### config.mk
export PLATFORM = sky130hd
export DESIGN_NAME = cgra_config_readback
export DESIGN_NICKNAME = d
export VERILOG_FILES = /design/src/rtl/cgra_config_readback.sv
export SDC_FILE = /design/constraint.sdc
export NUM_CORES = 1
export LEC_CHECK = 0
export ABC_AREA = 1
export CAP_MARGIN = 15
export CORE_MARGIN = 2
export CORE_UTILIZATION = 30
export DETAILED_ROUTE_END_ITERATION = 12
export PLACE_DENSITY = 0.49
export SLEW_MARGIN = 5
export SYNTH_ARGS = -nofsm -noshare
export SYNTH_HDL_FRONTEND = slang
export SYNTH_SLANG_ARGS = --single-unit
### constraint.sdc
create_clock -name clock -period 4.1 [get_ports clock]
set_input_delay 0.82 -clock clock [delete_from_list [all_inputs] [get_ports clock]]
set_output_delay 0.82 -clock clock [all_outputs]
set_load 0.005 [all_outputs]
### src/rtl/cgra_config_readback.sv
// Readback checker for the CGRA configuration scan chain: it clocks the chain out once and
// accumulates a bit-serial CRC-32 and a bit count. Optional: CONFIG_READBACK_RECIRCULATE_EN.
module cgra_config_readback #(
   parameter int unsigned BITSTREAM_LEN = 4096,
   parameter logic [31:0] EXPECTED_CRC  = 32'h0000_0000,
   localparam int unsigned CNT_W        = $clog2(BITSTREAM_LEN + 1)
) (
   input  logic             clock,
   input  logic             sync_reset,
   input  logic             start,
   input  logic             config_out_bit,
   output logic             config_clock_en,
   output logic             config_in_bit,
   output logic             busy,
   output logic             done,
   output logic             pass,
   output logic [31:0]      crc_value,
   output logic [CNT_W-1:0] bit_count
);

   localparam logic [31:0]      CRC_POLY = 32'h04C1_1DB7;
   localparam logic [31:0]      CRC_SEED = '1;
   localparam logic [CNT_W-1:0] LEN_C    = CNT_W'(BITSTREAM_LEN);
   localparam logic [CNT_W-1:0] CNT_ONE  = CNT_W'(1);

   typedef enum logic [1:0] {
      ST_IDLE,
      ST_SHIFT,
      ST_CHECK,
      ST_DONE
   } state_t;

   state_t           state, state_nxt;
   logic [31:0]      crc_nxt;
   logic [31:0]      crc_shift;
   logic             crc_fb;
   logic [CNT_W-1:0] cnt_nxt;
   logic             en_nxt;
   logic             pass_nxt;

   always_ff @(posedge clock) begin
      if (sync_reset) begin
         state           <= ST_IDLE;
         crc_value       <= CRC_SEED;
         bit_count       <= '0;
         config_clock_en <= 1'b0;
         pass            <= 1'b0;
      end else begin
         state           <= state_nxt;
         crc_value       <= crc_nxt;
         bit_count       <= cnt_nxt;
         config_clock_en <= en_nxt;
         pass            <= pass_nxt;
      end
   end

   always_comb begin
      state_nxt = state;
      crc_nxt   = crc_value;
      cnt_nxt   = bit_count;
      en_nxt    = config_clock_en;
      pass_nxt  = pass;
      crc_fb    = crc_value[31] ^ config_out_bit;
      crc_shift = {crc_value[30:0], 1'b0} ^ (crc_fb ? CRC_POLY : '0);

      case (state)
         ST_IDLE, ST_DONE: begin
            if (start) begin
               state_nxt = ST_SHIFT;
               crc_nxt   = CRC_SEED;
               cnt_nxt   = '0;
               en_nxt    = 1'b1;
               pass_nxt  = 1'b0;
            end
         end
         ST_SHIFT: begin
            // The enable drops on the same edge that takes the last bit, so the chain
            // sees exactly BITSTREAM_LEN gated edges.
            crc_nxt = crc_shift;
            if (bit_count != LEN_C) cnt_nxt = bit_count + CNT_ONE;
            if (cnt_nxt == LEN_C) begin
               state_nxt = ST_CHECK;
               en_nxt    = 1'b0;
            end
         end
         ST_CHECK: begin
            state_nxt = ST_DONE;
            pass_nxt  = (crc_value == EXPECTED_CRC) && (bit_count == LEN_C);
         end
         default: state_nxt = ST_IDLE;
      endcase
   end

   assign busy = (state == ST_SHIFT) || (state == ST_CHECK);
   assign done = (state == ST_DONE);

`ifdef CONFIG_READBACK_RECIRCULATE_EN
   assign config_in_bit = (state == ST_SHIFT) ? config_out_bit : 1'b0;
`else
   assign config_in_bit = 1'b0;
`endif

endmodule

==> metrics.cfg, run 1 <==
[outcome]
status=finished, final reports clean

[detailed_routing]
drtAntennaViolNets=0
drt-initial-drc-count=95
route.met2.wl_mm=3.029
drtPass1Iterations=6
wl_met1_mm=3.382
dr_total_vias=2465
routed_wl_mm=6.709
wl_per_cell_um=13.05
drc=0
top_layer_used=met4
wl_met3_um=242
via_per_inst=4.796

[layout]
fin_util_pct=39.16
n_fill_cell=901
nets=418
final_common_cell=nand2_1
final_cell_mix=105 x nand2_1, 52 x clkdlybuf4s50_1, 49 x dfxtp_1
drive_gt1_share_pct=8.313
diodes=0
final_cells=514
final_cell_area_um2=3202
area_delta_synth_final_pct=27.63

[cts]
cts_hold_buffers=0
htreeDepth=2
cts_resized=0
cts.sinks=49
cts_made_buffers=5
clkSlewWorstSetupHoldPaths_ps=100
clk_latency_ps=310
postCtsSetupBuffers=0
cts-root-buf=clkbuf_8
cts_tree=done
clockBufferDepth=2

[logic_synthesis]
yosys.area_share.simple_pct=36.21
syn_inst=363
synth_seq_cells=49
synth.yosys.warnings=0
synth_cell_types=34
ys_seq_area_share_pct=39.10
synthXorXnorAreaFrac_pct=2.095
synth_compound_area_share_pct=12.07
synth_top_family_by_area=simple AND/OR/NAND/NOR gates
synthAdderAreaFrac_pct=2.993
mappedNetlistNets=373
synth_mux_area_share_pct=0
avgSynthCellArea_um2=6.911
netlist_area_um2=2509

[global_routing]
grt_usage_pct=15.51
grt_pass1_vias=2313
grt_max_degree=40
antenna_found_initial=0
grt_pass1_wl_mm=11.32
overflow=0

[placed_design]
place_congestion=0.7707
dp.cells=506
dp_slack_ps=1371
dpl_cell_area_um2=3110
numPortBuffers=52
hpwlAfterDp_mm=4.596

[pwr]
power.total_mw=1.601
p_per_area_nw_per_um2=499.9
p_leak_nw=1.271
vdd_ir_drop_max_uv=230.0

[timing]
slew_headroom_pct=51.58
fin_crit_ps=2646
final-max-slew-violation-count=0
finalCritPeriodShare_pct=64.54
tns_ps=0
hold_viol=0
rsz0062_at_grt=false
finClkSkew_ps=11.22
tightest_slew_ps=725.5
whs_ps=470.4
setup_slack_ps=1454
fmax_mhz=377.9
setup_viol=0

[critical_path]
cp.required_ps=4300
cp-start-kind=flip-flop
critPathCaptureType=flip-flop
crit_arrival_ps=2850
critical_path_class=flip-flop to flip-flop
path_max_fanout=39

[hold_path]
hold_path.class=flip-flop to flip-flop

[die]
die_w_um=95.45
core-area_um2=8175
die_h_um=95.45
design.die.area_um2=9110
io_pins=54
num_rows=33
initial_utilization_pct=30.69

[job]
max-cap-violations=0

[synth_stat cells, drive strengths merged]
cell	n	area [um^2]
dfxtp	49	980.9
nor3	1	5.000
nand2	108	412.9
nor2	40	162.7
nor4	6	37.54
clkbuf	12	45.04
conb	1	3.750
o21ai	3	15.01
ha	6	75.07
or2	10	62.57
nand4	4	25.02
xnor2	2	17.52
o22ai	19	118.9
a2bb2oi	1	8.760
buf	6	38.79
a21oi	17	92.59
o31ai	5	37.54
nand3	36	190.2
and2	2	12.52
o21bai	1	7.510
o211ai	3	22.52
xor2	4	35.03
inv	27	101.3
[critical path: stages (launching register included)]
cell and delay [ps]:
dfxtp_1 440, ha_1 480, inv_1 290, o21ai_2 170
buf_4 380, inv_1 450, a2bb2oi_1 260, nor2_1 50
[worst paths after layout]
kind	startpoint	end	slack (ps)	depth (start not counted)
worst max register to register	state[0]$_SDFFE_PP0P_	bit_count[8]$_SDFFE_PP0P_	1450	7
worst min register to register	config_clock_en$_SDFFE_PP0P_	config_clock_en$_SDFFE_PP0P_	470	2
worst min-delay path	config_clock_en$_SDFFE_PP0P_	config_clock_en$_SDFFE_PP0P_	470	2
worst max-delay path	state[0]$_SDFFE_PP0P_	bit_count[8]$_SDFFE_PP0P_	1450	7
[kinds of logic after synthesis]
group | after synthesis
AO/OA/AOI/OAI | 49
XOR/XNOR | 6
adder cells (fa/ha/maj) | 6
buffers and inverters | 45
flip-flops | 49
other | 1
AND/OR/NAND/NOR | 207
[sequential cells by signal (all words and copies together), names as in the netlist]
name,count
state,2
pass,1
config_clock_en,1
bit_count,13
crc_value,32
[per-layer routing]
layer  GRT usage (%)  vias to the layer above
li1                -                     1278
met1           20.85                     1130
met2           25.82                       51
met3           3.004                        6
met4           3.333                        0
met5               0                        -
[final cells by class]
cell class,instances,area [um^2],share of cell area (%)
inverter,27,101.3,3.165
multi-input combinational,269,1346,42.05
sequential,49,980.9,30.64
timing repair buffer,56,550.5,17.19
clock buffer,5,68.82,2.149
clock inverter,3,22.52,0.7034
tap,105,131.4,4.103
[where the power goes]
part	leakage, nW	total [mW]	switching (mW)	internal, mW
combinational	0.835	0.632	0.341	0.292
clock	0.0364	0.296	0.176	0.120
sequential	0.399	0.672	0.108	0.564
Note: power is estimated with default switching activity, not from simulation.
==> run 2, diff against run 1 <==
==> constraint.sdc (replaced) <==
create_clock -name clock -period 2.71 [get_ports clock]
set_input_delay 0.542 -clock clock [delete_from_list [all_inputs] [get_ports clock]]
set_output_delay 0.542 -clock clock [all_outputs]
set_load 0.005 [all_outputs]
==> run 2 against run 1 <==
Hold slack worse by 2.3 ps. Routed wire length down 0.45%. First-iteration DRC count decreased by 36%. Global-route usage increased by 0.14 points. Clock power up 65%. Final cell count is 0.39% higher. Largest cell class unchanged. Sequential share of layout area fell by 0.21 points. Flip-flop and latch count unchanged. Design area increased by 0.70%. Register-to-register slack got worse by 800 ps. Via count grew 0.73%. Critical path depth fell by 3.
==> metrics.cfg, run 2 (synthesized netlist as in run 1, its figures left out) <==
[timing]
setup_viol=0  ; unchanged
final-max-slew-violation-count=0  ; unchanged
rsz0062_at_grt=false
tns_ps=0  ; unchanged
slew_headroom_pct=48.70  ; -2.9 points
hold_viol=0  ; unchanged
tightest_slew_ps=768.7  ; +43.18 ps
setup_slack_ps=395.6  ; -1058 ps
fmax_mhz=432.1
finalCritPeriodShare_pct=85.40
fin_crit_ps=2314
finClkSkew_ps=11.77  ; +0.5450 ps

[global_routing]
grt_max_degree=39  ; -2.5%
overflow=0  ; unchanged
grt_pass1_wl_mm=11.23  ; -0.73%
grt_usage_pct=15.65  ; +0.14 points
antenna_found_initial=0  ; unchanged
grt_pass1_vias=2303  ; -0.43%

[critical_path]
critPathCapture=busy
r2r-end=bit_count[9]$_SDFFE_PP0P_
cp-startpoint=state[0]$_SDFFE_PP0P_
r2r_cells=8  ; +1
crit_arrival_ps=1770  ; -1080 ps
timing.rr.start=state[1]$_SDFFE_PP0P_
critical_path_class=flip-flop to output port
r2r_setup_slack_ps=650  ; -800 ps
path_max_fanout=5  ; -87%
critPathCaptureType=output port
cp.required_ps=2170  ; -2130 ps
cp-start-kind=flip-flop

[layout]
largest_reg_flops=32  ; unchanged
nets=420  ; +0.48%
diodes=0  ; unchanged
area_delta_synth_final_pct=28.53
top_regs=crc_value (32), bit_count (13), state (2)
final_cells=516  ; +0.39%
n_fill_cell=900  ; -0.11%
final_cell_mix=105 x nand2_1, 52 x clkdlybuf4s50_1, 49 x dfxtp_1
top_register=crc_value
drive_gt1_share_pct=8.759  ; +0.45 points
final_common_cell=nand2_1

[detailed_routing]
drc=0  ; unchanged
wl_per_cell_um=12.94  ; -0.83%
dr_total_vias=2483  ; +0.73%
drt-initial-drc-count=61  ; -36%
via_per_inst=4.812  ; +0.34%
drtPass1Iterations=4  ; -2
drtAntennaViolNets=0  ; unchanged
routed_wl_mm=6.679  ; -0.45%

[cts]
clockBufferDepth=2  ; unchanged
cts-root-buf=clkbuf_8
cts.sinks=49  ; unchanged
postCtsSetupBuffers=0  ; unchanged
clk_latency_ps=320  ; about the same
cts_tree=done
cts_hold_buffers=0  ; unchanged
clkSlewWorstSetupHoldPaths_ps=110  ; about the same
cts_made_buffers=5  ; unchanged
cts_resized=0  ; unchanged
htreeDepth=2  ; unchanged

[pwr]
p_sw_uw=965.6  ; +55%
vdd_ir_drop_max_uv=363.8  ; +58%
switching_share_pct=38.91  ; -0.10 points
clock_power_share_pct=19.7  ; +1.2 points
p_seq_share_pct=41.1  ; -0.9 points
p_per_area_nw_per_um2=769.7  ; +54%
pwr-share-comb_pct=39.2  ; -0.3 points
power.total_mw=2.482  ; +55%
p_leak_nw=1.292  ; +1.6%
internal_power_mw=1.516  ; +55%

[die]
io_pins=54  ; unchanged
core-area_um2=8175  ; unchanged
num_rows=33  ; unchanged
initial_utilization_pct=30.69  ; unchanged
design.die.area_um2=9110  ; unchanged
die_h_um=95.45  ; unchanged
die_w_um=95.45  ; unchanged

[placed_design]
hpwlAfterDp_mm=4.639  ; +0.93%
dp.cells=508  ; +0.40%
numPortBuffers=52  ; unchanged
place_congestion=0.7564  ; -1.9%
dp_slack_ps=399.8  ; -970.9 ps

[outcome]
status=finished, final reports clean

[hold_path]
min_from=config_clock_en$_SDFFE_PP0P_
worstHoldPathCells=2  ; unchanged
hold_path.class=flip-flop to flip-flop

[job]
max-cap-violations=0  ; unchanged

## run 2: changes by cell type in the layout (fill, tap and decap cells not counted)
cell | previous run | this run
buf_4 | 4 | 6
clkbuf_8 | 5 | 6
inv_6 | 0 | 1
clkinvlp_4 | 3 | 1
## run 2: stage by stage
step | hold WS, ps | cell area, um^2 | utilization, %
after detailed placement | 456.6 | 3126 | 38.23
after CTS | 473.5 | 3224 | 39.44
after global placement | 456.4 | 3126 | 38.23
after floorplan | 455.3 | 2509 | -
final | 468.1 | 3224 | 39.44
after global routing | 525.5 | 3224 | 39.44
## run 2: critical path, cell delays in order, from the launching register on
cell and delay [ps]:
dfxtp_1 430, inv_1 70, ha_1 330, inv_1 130
clkdlybuf4s50_1 510
## run 2: layout make-up
| class | instances | area [um^2] | area share [%] |
|---|---|---|---|
| multi-input combinational | 269 | 1346 | 41.75 |
| sequential | 49 | 980.9 | 30.42 |
| timing repair buffer | 58 | 565.5 | 17.54 |
| tap | 105 | 131.4 | 4.075 |
| inverter | 27 | 101.3 | 3.143 |
| clock buffer | 6 | 82.58 | 2.561 |
| clock inverter | 2 | 16.27 | 0.5045 |
## run 2: power by group through the flow
stage	sequential (mW)	combinational, mW	clock [mW]
6_report	1.02	0.974	0.489
3_5_place_dp	1.03	0.981	0
5_1_grt	1.04	1.10	0.529
3_3_place_gp	1.04	0.975	0
4_1_cts	1.02	0.985	0.508
2_1_floorplan	1.00	0.567	0
## run 2: layer usage
| metal | share of wire, % | vias up | wire length, um | global-route usage [%] |
|---|---|---|---|---|
| li1 | - | 1292 | - | - |
| met1 | 50 | 1131 | 3324 | 21.26 |
| met2 | 45 | 52 | 3015 | 25.23 |
| met3 | 3.9 | 8 | 261 | 3.162 |
| met4 | 1.1 | 0 | 76 | 4.286 |
| met5 | 0 | - | 0 | 0 |
## run 2: worst min-delay path by stage
stage	endpoint	slack [ps]
3_3_place_gp	config_clock_en$_SDFFE_PP0P_	460
6_report	config_clock_en$_SDFFE_PP0P_	470
5_1_grt	config_clock_en$_SDFFE_PP0P_	530
3_5_place_dp	config_clock_en$_SDFFE_PP0P_	460
4_1_cts	config_clock_en$_SDFFE_PP0P_	470
2_1_floorplan	config_clock_en$_SDFFE_PP0P_	460
